[src/rtl/z80_bus_pkg.sv]
// Shared bus-cycle definitions for the Z80 bus-interface state machines.
// No logic and no latency: only types and constants.
// No backpressure: every sibling FSM imports these definitions unchanged.
package z80_bus_pkg;

    // Bus-cycle phases shared by the opcode-fetch, memory and I/O FSMs.
    typedef enum logic [2:0] {
        IDLE = 3'd0,
        T1   = 3'd1,
        T2   = 3'd2,
        TW   = 3'd3,
        T3   = 3'd4
    } bus_state_e;

    // Active-low strobe levels.
    localparam logic ASSERT_L   = 1'b0;
    localparam logic DEASSERT_L = 1'b1;

endpackage

[src/rtl/mrd_fsm.sv]
// Memory-read bus-cycle controller: sequences T1, T2, optional TW and T3, driving MREQ/RD.
// Latency: strobes go low the cycle after MRD_start is sampled high; 3 clocks plus one per wait.
// Backpressure: WAIT_L low in T2/TW holds the cycle in TW; MRD_start is ignored mid-cycle.
module mrd_fsm
    import z80_bus_pkg::*;
(
    input  logic clk,
    input  logic rst_L,
    input  logic MRD_start,
    input  logic WAIT_L,
    output logic MRD_MREQ_L,
    output logic MRD_RD_L
);

    bus_state_e state;
    bus_state_e state_nxt;

    // State register; reset aborts any cycle in progress immediately.
    always_ff @(posedge clk or negedge rst_L) begin
        if (!rst_L) begin
            state <= IDLE;
        end else begin
            state <= state_nxt;
        end
    end

    // Next-state logic; unreachable encodings fall back to IDLE.
    always_comb begin
        state_nxt = IDLE;
        case (state)
            IDLE:    state_nxt = MRD_start ? T1 : IDLE;
            T1:      state_nxt = T2;
            T2:      state_nxt = WAIT_L ? T3 : TW;
            TW:      state_nxt = WAIT_L ? T3 : TW;
            T3:      state_nxt = MRD_start ? T1 : IDLE;
            default: state_nxt = IDLE;
        endcase
    end

    // Moore output decode: both strobes asserted for every phase of the cycle.
    always_comb begin
        MRD_MREQ_L = DEASSERT_L;
        MRD_RD_L   = DEASSERT_L;
        case (state)
            T1, T2, TW, T3: begin
                MRD_MREQ_L = ASSERT_L;
                MRD_RD_L   = ASSERT_L;
            end
            default: begin
                MRD_MREQ_L = DEASSERT_L;
                MRD_RD_L   = DEASSERT_L;
            end
        endcase
    end

    // A read strobe without a memory request would select nothing on the bus.
    a_rd_implies_mreq: assert property (@(posedge clk) disable iff (!rst_L)
        (MRD_RD_L == ASSERT_L) |-> (MRD_MREQ_L == ASSERT_L));

    // Both strobes must be released whenever no cycle is in progress.
    a_idle_released: assert property (@(posedge clk) disable iff (!rst_L)
        (state == IDLE) |-> (MRD_MREQ_L == DEASSERT_L && MRD_RD_L == DEASSERT_L));

endmodule

[config.mk]
export PLATFORM = sky130hd
export DESIGN_NAME = mrd_fsm
export DESIGN_NICKNAME = d
export VERILOG_FILES = /design/src/rtl/z80_bus_pkg.sv /design/src/rtl/mrd_fsm.sv
export SDC_FILE = /design/constraint.sdc
export NUM_CORES = 1
export LEC_CHECK = 0
export BUFFER_PORTS_ARGS = -buffer_cell sky130_fd_sc_hd__buf_4
export CAP_MARGIN = 20
export CORE_AREA = 2 2 39 41
export DETAILED_ROUTE_END_ITERATION = 7
export DIE_AREA = 0 0 41 43
export GPL_TIMING_DRIVEN = 0
export PLACE_DENSITY_LB_ADDON = 0.2
export SLEW_MARGIN = 5
export SYNTH_ARGS = -nofsm -noshare
export SYNTH_HDL_FRONTEND = slang
export SYNTH_SLANG_ARGS = --single-unit
[constraint.sdc]
create_clock -name clk -period 2.51 [get_ports clk]
set_input_delay 0.251 -clock clk [delete_from_list [all_inputs] [get_ports clk]]
set_output_delay 0.251 -clock clk [all_outputs]
set_load 0.005 [all_outputs]
==> metrics.txt <==
top cell type's share of synthesized area=60.00%; adder-cell share of the synthesized area=0%; Tmin final=1454 ps; Cell Area, Synth=125.1 um^2; mux share of post-synthesis cell area=0%; critical path, cell by cell=nor2_2 -> xor2_1 -> buf_4 -> buf_4; clock skew=1.379 ps; Largest delay share family, worst path=flip-flops; Met3 Wirelength=39 um; max cap viols=0; RePlAce Congestion=0.4449; Pwr Total=0.0002873 W; Area Growth Syn to Fin=75.00%; Hold/Removal Path Class=primary input to register; first-pass GRT wire length=372 um; final setup vio count=0; clock buffer depth=2; critical path launch point type=register; antenna-violating nets left=0; YS warnings=0; sequential element share of the synthesized area=60.00%; Simple-Gate Fraction of Synth Area=14.00%; crit-path max FO=4; DIE AREA=1763 um^2; CTS tree=built; grt total ovfl=0; Hold Buf Count CTS=1; Worst-path clk slew=30 ps; f_max=0.6876 GHz; Critical Path Source=state[1]; final setup TNS=0 ps; diode count=0; Biggest register=state; fill count=155; post-synthesis compound-gate area fraction=13.00%; top flop regs=state x3; critical path class=register to output port; vias in the first global route=108; Hold Violations, Final=0; Max Slew Vio Count=0; Die H=43 um; CTS sink cnt=3; starting DRC count in detailed routing=0; setup ws final=1056 ps; crit end category=output port; crit path DAT=1200 ps; Worst Path Buf+Inv=2; Slew headroom=86.15%; reg2reg path depth=2; Initial Util=9.042%; Area contributors post-synth=dfrtp_1 (60%), a22o_1 (7.0%), xor2_1 (7.0%); syn nets=15; CP required=2260 ps; I/O Buffers=5; status=finished clean; number of flip-flops in the largest register=3; Tcrit/Tclk final=57.94%; Most common cell on crit path=buf_4; initial antenna violation count=0; multi-input logic area=42.54 um^2; power density cells=1312 nW/um^2; Ports=6; M1 WL=87 um; TritonCTS Buffers=3; Die W=41 um; Hold WS=228.1 ps; CP endpoint=MRD_RD_L; Resized cells post-CTS=0; Core Util, Final=15.82%; Avg WL per Cell=6.351 um; largest net degree at the start of global routing=5; reg2reg end=state[0]; Slew @ Worst Pin=206.6 ps; final net count=26; Total Routed Length=235 um; Via density=3.027; Slowest cell on crit path=dfrtp_1; Setup Buffers After CTS=0; 1st-pass router iterations=1; DP Worst Slack=1278 ps; DR WL met2=108 um; Post-Syn Instances=11; Cell Rows=14; Peak supply drop=170.2 uV; RSZ-0062 raised after global routing=no; largest family of logic cells by synthesized area=simple AND/OR/NAND/NOR gates; CTS H-Tree Depth=1; dominant cell type by area after synthesis=dfrtp_1; DRC=0; Clock Tree Root=clkbuf_4; CP max stage delay=400 ps; share of post-route cells with drive strength above 1=47.62%; Vias=112; GRT Overall Usage=4.129%; uppermost layer routed=met3; #FFs+latches synth=3; Leak=0.1064 nW; distinct cell type count after synthesis=8; Core ar.=1384 um^2; Worst path depth=4; Synth Area in XOR/XNOR=7.000%; Worst R2R Setup Slack=1710 ps; Worst-Skew Late Latency=230 ps; Reg-to-Reg Start=state[1]; Synth Area per Inst=11.37 um^2; register area=75.07 um^2
[where the power goes]
group	total (W)	internal [W]	switching [W]
registers	0.0000860	0.0000694	0.0000165
logic	0.000118	0.0000758	0.0000424
clock network	0.0000832	0.0000595	0.0000237
total	0.000287	0.000205	0.0000826
[cells in the final DEF (no fill, tap or decap)]
cell type,n
buf_4,6
clkbuf_4,3
dfrtp_1,3
nor2_1,2
nand2_1,1
nor2_2,1
a211oi_1,1
a22o_1,1
xor2_1,1
clkbuf_1,1
dlygate4sd3_1,1
[routing by layer]
layer / vias up / global-route usage (%)
li1: 56 / -
met1: 51 / 3.571
met2: 5 / 3.750
met3: 0 / 4.712
met4: 0 / 6.000
met5: - / 0
[per-stage QoR]
stage / instance area (um^2) / cells
4_1_cts: 219.0 / 37
5_1_grt: 219.0 / 37
3_5_place_dp: 182.7 / 32
6_report: 219.0 / 37
3_3_place_gp: 182.7 / 32
2_1_floorplan: 125.1 / 11
[kinds of logic (layout without fill, tap and decap cells)]
kind of cell,after synthesis,after routing
xor gates and xnor gates,1,1
and+or+nand+nor,4,4
AOI/OAI and AO/OA,2,2
DFF,3,3
buffers and inverters,1,11
[how the worst min path moves through the flow]
stage | start | to | cells after the start
floorplan | rst_L | state[0] | 0
global placement | rst_L | state[0] | 1
detailed placement | rst_L | state[0] | 1
CTS | WAIT_L | state[1] | 2
global route | WAIT_L | state[1] | 2
finish | WAIT_L | state[1] | 2
[final cells by class]
| cell class | instances | area share, % |
|---|---|---|
| Multi-Input combinational cell | 7 | 19.43 |
| Buffer | 1 | 3.429 |
| Timing Repair Buffer | 6 | 21.71 |
| Sequential cell | 3 | 34.29 |
| Tap cell | 16 | 9.143 |
| Clock buffer | 4 | 12.00 |
[synthesized netlist by cell type]
master and instances:
a211oi_1 1, nor2_2 1, a22o_1 1, buf_4 1, dfrtp_1 3, nor2_1 2
nand2_1 1, xor2_1 1
Power figures use the tool's default switching activity.
